### src/rtl/cacheline_adaptor.sv
// Bridges a line-wide cache memory port to a fixed-length burst memory port.
// Writes serialize a latched line into beats; reads assemble beats into a line.
module cacheline_adaptor #(
  parameter int unsigned LineWidth  = 256,
  parameter int unsigned BurstWidth = 64,
  parameter int unsigned AddrWidth  = 32
) (
  input  logic                  clk,
  input  logic                  rst,
  input  logic                  read_i,
  input  logic                  write_i,
  input  logic [AddrWidth-1:0]  address_i,
  input  logic [LineWidth-1:0]  line_i,
  output logic [LineWidth-1:0]  line_o,
  output logic                  resp_o,
  output logic                  read_o,
  output logic                  write_o,
  output logic [AddrWidth-1:0]  address_o,
  output logic [BurstWidth-1:0] burst_o,
  input  logic [BurstWidth-1:0] burst_i,
  input  logic                  resp_i
);

  localparam int unsigned Beats = LineWidth / BurstWidth;
  localparam int unsigned OffW  = $clog2(LineWidth / 8);
  localparam int unsigned CntW  = (Beats > 1) ? $clog2(Beats) : 1;
  localparam logic [CntW-1:0] LastBeat = CntW'(Beats - 1);
  localparam logic [AddrWidth-1:0] OffMask = AddrWidth'((64'd1 << OffW) - 64'd1);

  typedef enum logic [1:0] {
    StIdle  = 2'd0,
    StRead  = 2'd1,
    StWrite = 2'd2,
    StDone  = 2'd3
  } state_e;

  state_e                state_q, state_d;
  logic [CntW-1:0]       cnt_q, cnt_d;
  logic [AddrWidth-1:0]  addr_q, addr_d;
  logic [LineWidth-1:0]  wbuf_q, wbuf_d;
  logic [LineWidth-1:0]  line_q, line_d;
  logic                  read_q, read_d;
  logic                  write_q, write_d;
  logic                  resp_q, resp_d;
  logic [BurstWidth-1:0] burst_q, burst_d;
  logic                  accept_c;
  logic                  beat_c;

  assign accept_c = (state_q == StIdle) && (read_i || write_i);
  assign beat_c   = resp_i && ((state_q == StRead) || (state_q == StWrite));

  // State register
  always_ff @(posedge clk) begin
    if (rst) begin
      state_q <= StIdle;
      cnt_q   <= '0;
    end else begin
      state_q <= state_d;
      cnt_q   <= cnt_d;
    end
  end

  // Next-state and beat counter
  always_comb begin
    state_d = state_q;
    cnt_d   = cnt_q;
    unique case (state_q)
      StIdle: begin
        if (write_i) begin
          state_d = StWrite;
          cnt_d   = '0;
        end else if (read_i) begin
          state_d = StRead;
          cnt_d   = '0;
        end
      end
      StRead, StWrite: begin
        if (resp_i) begin
          if (cnt_q == LastBeat) begin
            state_d = StDone;
            cnt_d   = '0;
          end else begin
            cnt_d = cnt_q + CntW'(1);
          end
        end
      end
      StDone:  state_d = StIdle;
      default: state_d = StIdle;
    endcase
  end

  // Datapath: address latch, write buffer, read-line assembly
  always_comb begin
    addr_d = addr_q;
    wbuf_d = wbuf_q;
    line_d = line_q;
    if (accept_c) begin
      addr_d = address_i & ~OffMask;
      if (write_i) begin
        wbuf_d = line_i;
      end
    end
    if (beat_c && (state_q == StRead)) begin
      line_d[32'(cnt_q) * BurstWidth +: BurstWidth] = burst_i;
    end
  end

  // Output decode from the next state so every output leaves a flop
  always_comb begin
    read_d  = (state_d == StRead);
    write_d = (state_d == StWrite);
    resp_d  = (state_d == StDone);
    burst_d = '0;
    if (state_d == StWrite) begin
      burst_d = wbuf_d[32'(cnt_d) * BurstWidth +: BurstWidth];
    end
  end

  always_ff @(posedge clk) begin
    if (rst) begin
      addr_q  <= '0;
      wbuf_q  <= '0;
      line_q  <= '0;
      read_q  <= 1'b0;
      write_q <= 1'b0;
      resp_q  <= 1'b0;
      burst_q <= '0;
    end else begin
      addr_q  <= addr_d;
      wbuf_q  <= wbuf_d;
      line_q  <= line_d;
      read_q  <= read_d;
      write_q <= write_d;
      resp_q  <= resp_d;
      burst_q <= burst_d;
    end
  end

  assign line_o    = line_q;
  assign resp_o    = resp_q;
  assign read_o    = read_q;
  assign write_o   = write_q;
  assign address_o = addr_q;
  assign burst_o   = burst_q;

endmodule

### config.mk
export PLATFORM = sky130hd
export DESIGN_NAME = cacheline_adaptor
export DESIGN_NICKNAME = d
export VERILOG_FILES = /design/src/rtl/cacheline_adaptor.sv
export SDC_FILE = /design/constraint.sdc
export NUM_CORES = 1
export LEC_CHECK = 0
export ABC_CLOCK_PERIOD_IN_PS = 2500
export BUFFER_PORTS_ARGS = -buffer_cell sky130_fd_sc_hd__buf_2
export CAP_MARGIN = 20
export CORE_MARGIN = 2
export CORE_UTILIZATION = 30
export CTS_CLUSTER_SIZE = 10
export DETAILED_ROUTE_END_ITERATION = 16
export HOLD_SLACK_MARGIN = 0.05
export PLACE_DENSITY = 0.53
export SLEW_MARGIN = 20
export SYNTH_ARGS = -nofsm -noshare
export SYNTH_HDL_FRONTEND = slang
export SYNTH_SLANG_ARGS = --single-unit
### constraint.sdc
create_clock -name clk -period 2.5 [get_ports clk]
set_input_delay 0.125 -clock clk [delete_from_list [all_inputs] [get_ports clk]]
set_output_delay 0.125 -clock clk [all_outputs]
set_load 0.03 [all_outputs]
# After elaboration in Yosys (flattened, before gate mapping)
# Index checks and enable logic that the tools add are counted.
[word_totals]
reg_bits = 610
out_inout_bits = 355
word_cells = 43
[classes]
addsub = 2
n_eq_ne = 7
shift = 3
n_mux = 13
bitwise_logic = 1
reduce_logical = 8
[op_table]
columns = ["cell", "n"]
rows = [
  ["2-to-1 mux 256 bit", 2],
  ["bitwise mux 256 bit", 1],
  ["variable shift 64 x 34 -> 256 bit, first input constant", 1],
  ["variable part select 256 x 9 -> 64 bit", 1],
  ["variable part select 64 x 34 -> 256 bit", 1],
  ["negation 8 -> 34 bit", 1],
  ["2-to-1 mux 2 bit", 8],
  ["equality test 2 bit, second input constant", 5],
  ["case mux 2 bit (3 select lines)", 1],
  ["equality test 2 x 1 -> 1 bit, second input constant", 2],
  ["case mux 2 bit (2 select lines)", 1],
  ["OR reduction 2 bit", 2],
  ["logical AND 1 bit", 3],
  ["adder 2 x 1 -> 2 bit, second input constant", 1],
  ["zero test 2 bit", 1],
  ["logical OR 1 bit", 2],
  ["NOT 1 bit", 1],
]

# Logic depth before layout (Yosys ltp)
[logic_depth]
depth_word = 7
depth_mapped = 11
ltp_nobuf = 7

# Worst setup path before layout
# OpenSTA, ideal clock, no wires.
[synth_path]
kind = "flip-flop to flip-flop"
start = "register cnt_q[0]"
end = "register burst_q[10] (netlist: burst_o[10])"
setup_ns = 0.117
arrival_time_ns = 2.223
setup_slack_ns = 0.160
path_stages_with_launch = 11
path_buffers = 3
path_cell_list = "dfxtp_1 -> buf_2 -> inv_1 -> ha_1 -> and4b_1 -> a31o_1 -> buf_2 -> nor2_1 -> nor2_2 -> buf_4 -> a22o_1"
[synth_via]
elab_chain_len = 7
[synth_rtl]
columns = ["item", "line_no", "source"]
rows = [
  ["start: declaration", "38", "logic [CntW-1:0] cnt_q, cnt_d;"],
  ["start signal: assignment", "59", "cnt_q <= cnt_d;"],
  ["branches (longest 7 deep; another with adder 2 x 1 -> 2 bit)", "--", ""],
  ["end signal: assignment", "135", "burst_q <= burst_d;"],
  ["end: declaration", "45", "logic [BurstWidth-1:0] burst_q, burst_d;"],
]
# Several ways; the timed one is not identified.
# A chain may end at the register's enable or synchronous reset.

# Final worst setup path
[layout_path]
start = "register state_q[1]"
end = "register burst_q[12] (netlist: burst_o[12])"
[layout_via]
elab_chain_len = 6
[layout_rtl]
columns = ["item", "line_no", "source"]
rows = [
  ["start: declaration", "37", "state_e state_q, state_d;"],
  ["start signal: assignment", "55", "state_q <= StIdle;"],
  ["start signal: assignment", "58", "state_q <= state_d;"],
  ["branches (longest 6 deep; another with variable part select 256 x 9 -> 64 bit)", "--", ""],
]
# Several ways; the timed one is not identified.

==> insert_results.sql <==
INSERT INTO impl_metrics (metric_group, metric, value, unit) VALUES
('yosys', 'synthDominantCellAreaShare', '54.5', '%'),
('cts', 'clock_buffers_created_by_tritoncts', '74', ''),
('yosys', 'proportion_of_register_bits_with_asynchronous_set_or_reset_after_synthesis', '0', '%'),
('yosys', 'synth.cell_area', '0.0224', 'mm²'),
('yosys', 'synth_top_cells_by_area', 'dfxtp_1 (54%), mux2i_1 (14%), a22oi_1 (9.2%)', ''),
('pwr', 'switchingPower', '6.54', 'mW'),
('yosys', 'seq_area_frac_synth', '54.5', '%'),
('worst_hold_path', 'hold_end', 'state_q[0]', ''),
('yosys', 'synthesis.yosys.warnings', '0', ''),
('floorplanning', 'die_w', '277', 'µm'),
('pwr', 'power.sequential.fraction', '42.9', '%'),
('worst_setup_path', 'timing.rr.start', 'state_q[1]', ''),
('worst_setup_path', 'regToRegSetupSlack', '0.17', 'ns'),
('final_layout', 'nets', '3675', ''),
('pwr', 'power_leakage', '15.8', 'nW'),
('pwr', 'vdd.ir_drop.worst', '0.549', 'mV'),
('cts', 'h-tree-depth', '3', ''),
('yosys', 'synth_area_leader_cell', 'dfxtp_1', ''),
('worst_setup_path', 'worst_setup_path_end_kind', 'flip-flop', ''),
('worst_setup_path', 'critical_path_startpoint_category', 'flip-flop', ''),
('pwr', 'comb_power_share', '16.1', '%'),
('yosys', 'netlist-cell-type-count', '41', ''),
('worst_setup_path', 'critPathRequiredTime', '3.05', 'ns'),
('floorplanning', 'num_io_pins', '712', ''),
('final_layout', 'post_route_cells_drive_above_1_share', '26.6', '%'),
('worst_hold_path', 'worstHoldPathCells', '5', ''),
('final_layout', 'layout.area.seq', '0.0122', 'mm²'),
('drt', 'ant_nets', '0', ''),
('drt', 'drt-pass1-iter-count', '5', ''),
('drt', 'wl_per_cell', '20.0', 'µm'),
('yosys', 'postSynthCellCount', '2309', ''),
('sta', 'final_max_slew_viol_count', '0', ''),
('drt', 'routed_wl', '86.5', 'mm'),
('placed_design', 'place_congestion', '0.834', ''),
('placed_design', 'detailedPlace.worstSlack', '0.0257', 'ns'),
('global_routing', 'antenna_found_initial', '16', ''),
('worst_hold_path', 'holdCritPathClass', 'input port to flip-flop', ''),
('sta', 'timing.max_slew.rel_slack', '49.4', '%'),
('cts', 'clock_sink_count', '610', ''),
('drt', 'vias_per_cell', '4.83', ''),
('yosys', 'yosys_register_bits', '610', ''),
('pwr', 'power_report.internal_total', '17.6', 'mW'),
('floorplanning', 'initial_core_utilization', '30.2', '%'),
('floorplanning', 'coreArea', '0.0742', 'mm²'),
('worst_setup_path', 'worst-r2r-cell-count', '8', ''),
('drt', 'drc_violations_left', '0', ''),
('worst_setup_path', 'path_class', 'flip-flop to flip-flop', ''),
('sta', 'hold_viol', '0', ''),
('worst_setup_path', 'worstPathCellList', 'inv_1, ha_1, nor2b_4, o2bb2ai_1, a2111o_2, nor3_4, buf_12, a22o_1', ''),
('sta', 'finalSetupViolCount', '0', ''),
('pwr', 'pwr-share-clk', '41.0', '%'),
('final_layout', 'stdcell_count', '4319', ''),
('final_layout', 'areaGrowthSynthToFinish', '48.0', '%'),
('placed_design', 'detailedPlacementHpwl', '56.8', 'mm'),
('yosys', 'synth_enable_flop_cells', '0', ''),
('sta', 'fin_tns_setup', '0', 'ns'),
('global_routing', 'gr-total-overflow', '0', ''),
('worst_setup_path', 'critical_path.top_delay_family', 'compound AO/OA/AOI/OAI gates', ''),
('worst_hold_path', 'hold_path.startpoint', 'resp_i', ''),
('worst_setup_path', 'critical-path-max-stage-delay', '0.62', 'ns'),
('cts', 'ctsRootBufferMaster', 'clkbuf_16', ''),
('placed_design', 'detailed_place.area', '0.0273', 'mm²'),
('job', 'max_cap_violations', '0', ''),
('drt', 'drt_iter0_drc', '1305', ''),
('global_routing', 'groute.usage.overall', '21.5', '%'),
('status', 'run_status', 'complete, no violations', ''),
('placed_design', 'placed_cells_incl_taps', '3845', ''),
('worst_setup_path', 'timing.critical_path.arrival', '2.88', 'ns'),
('sta', 'rsz0062_at_grt', 'false', ''),
('global_routing', 'grt_max_degree', '139', ''),
('yosys', 'synth.avg_cell_area', '9.71', 'µm²');
stage by stage:
step                      power [mW]  util [%]
after floorplan                 12.7         -
after global placement          13.9      36.8
after detailed placement        13.9      36.8
after CTS                       24.4      44.5
after global routing            25.1      44.7
final                           24.2      44.7
per-layer routing:
| metal | track usage [%] | wire, µm | vias to the layer above |
|---|---|---|---|
| li1 | - | - | 10000 |
| met1 | 27.8 | 37800 | 9855 |
| met2 | 33.7 | 38400 | 802 |
| met3 | 5.92 | 6720 | 169 |
| met4 | 8.88 | 3500 | 12 |
| met5 | 0 | 80 | - |
tightest hold or removal path: cells and delay by family:
| family | cells | cell delay (ns) |
|---|---|---|
| compound gates | 2 | 0.26 |
| buf+inv | 2 | 0.24 |
| simple gates | 1 | 0.12 |
how the worst max path moves through the flow:
stage,to,depth (start not counted),from
floorplan,burst_o[10],10,cnt_q[0]
global placement,burst_o[9],8,state_q[1]
detailed placement,burst_o[9],8,state_q[1]
CTS,burst_o[9],8,state_q[1]
global route,burst_o[20],9,state_q[1]
finish,burst_o[12],8,state_q[1]
Yosys cell counts, drive strengths merged, types with 2 or more instances:
master and instances:
dfxtp 610, nor2 549, mux2i 322, a22oi 275
clkbuf 148, a21oi 134, nand2 71, buf 56
o21ai 33, o22ai 29, a22o 19, a221o 14
ha 9, inv 8, nand3 4, nand2b 3
nor3 3, nor4 3, a21o 2, nor2b 2
o21a 2, or2 2
state kept, by name, summed over array words and instances (netlist names):
register	count
write_o	1
cnt_q	2
wbuf_q	256
address_o	27
read_o	1
resp_o	1
state_q	2
line_o	256
burst_o	64
layout make-up:
| cell class | instances | area share [%] |
|---|---|---|
| inverters | 8 | 0.0905 |
| diodes | 13 | 0.0980 |
| multi-input cells | 1491 | 28.6 |
| well taps | 969 | 3.65 |
| clock inverters | 11 | 0.622 |
| repair buffers | 1124 | 24.2 |
| clock buffers | 93 | 5.92 |
| flip-flops and latches | 610 | 36.8 |
kinds of logic (layout without fill, tap and decap cells):
family,count (synthesis),in the layout,share of synthesized area (%)
buffers and inverters,212,1236,3.95
other,1,18,0.0167
DFF,610,610,54.5
muxes,322,322,14.4
AOI/OAI and AO/OA,514,514,15.5
and+or+nand+nor,641,641,11.2
adders and majority gates,9,9,0.502
what timing repair did:
item                       4_1_cts  5_1_grt
hold endpoints to repair       605        0
setup buffers                    0        4
hold buffers                   351        0
gates resized for setup          0       11
setup endpoints to repair        0       57
cells in the final DEF (no fill, tap or decap), types with 29 or more instances in the layout:
master,n
clkbuf_16,76
buf_2,700
dfxtp_1,609
o22ai_1,29
a21oi_1,134
buf_4,33
nor2_1,547
mux2i_1,321
dlygate4sd3_1,351
a22oi_1,275
nand2_1,70
o21ai_0,30
buf_12,32
power groups by stage:
stage	combinational [mW]	sequential, mW	clock (mW)
global placement	3.36	10.5	0
global route	4.20	10.4	10.6
floorplan	1.83	10.8	0
detailed placement	3.37	10.6	0
finish	3.89	10.4	9.91
CTS	3.85	10.4	10.2
(Power assumes the default switching activity.)
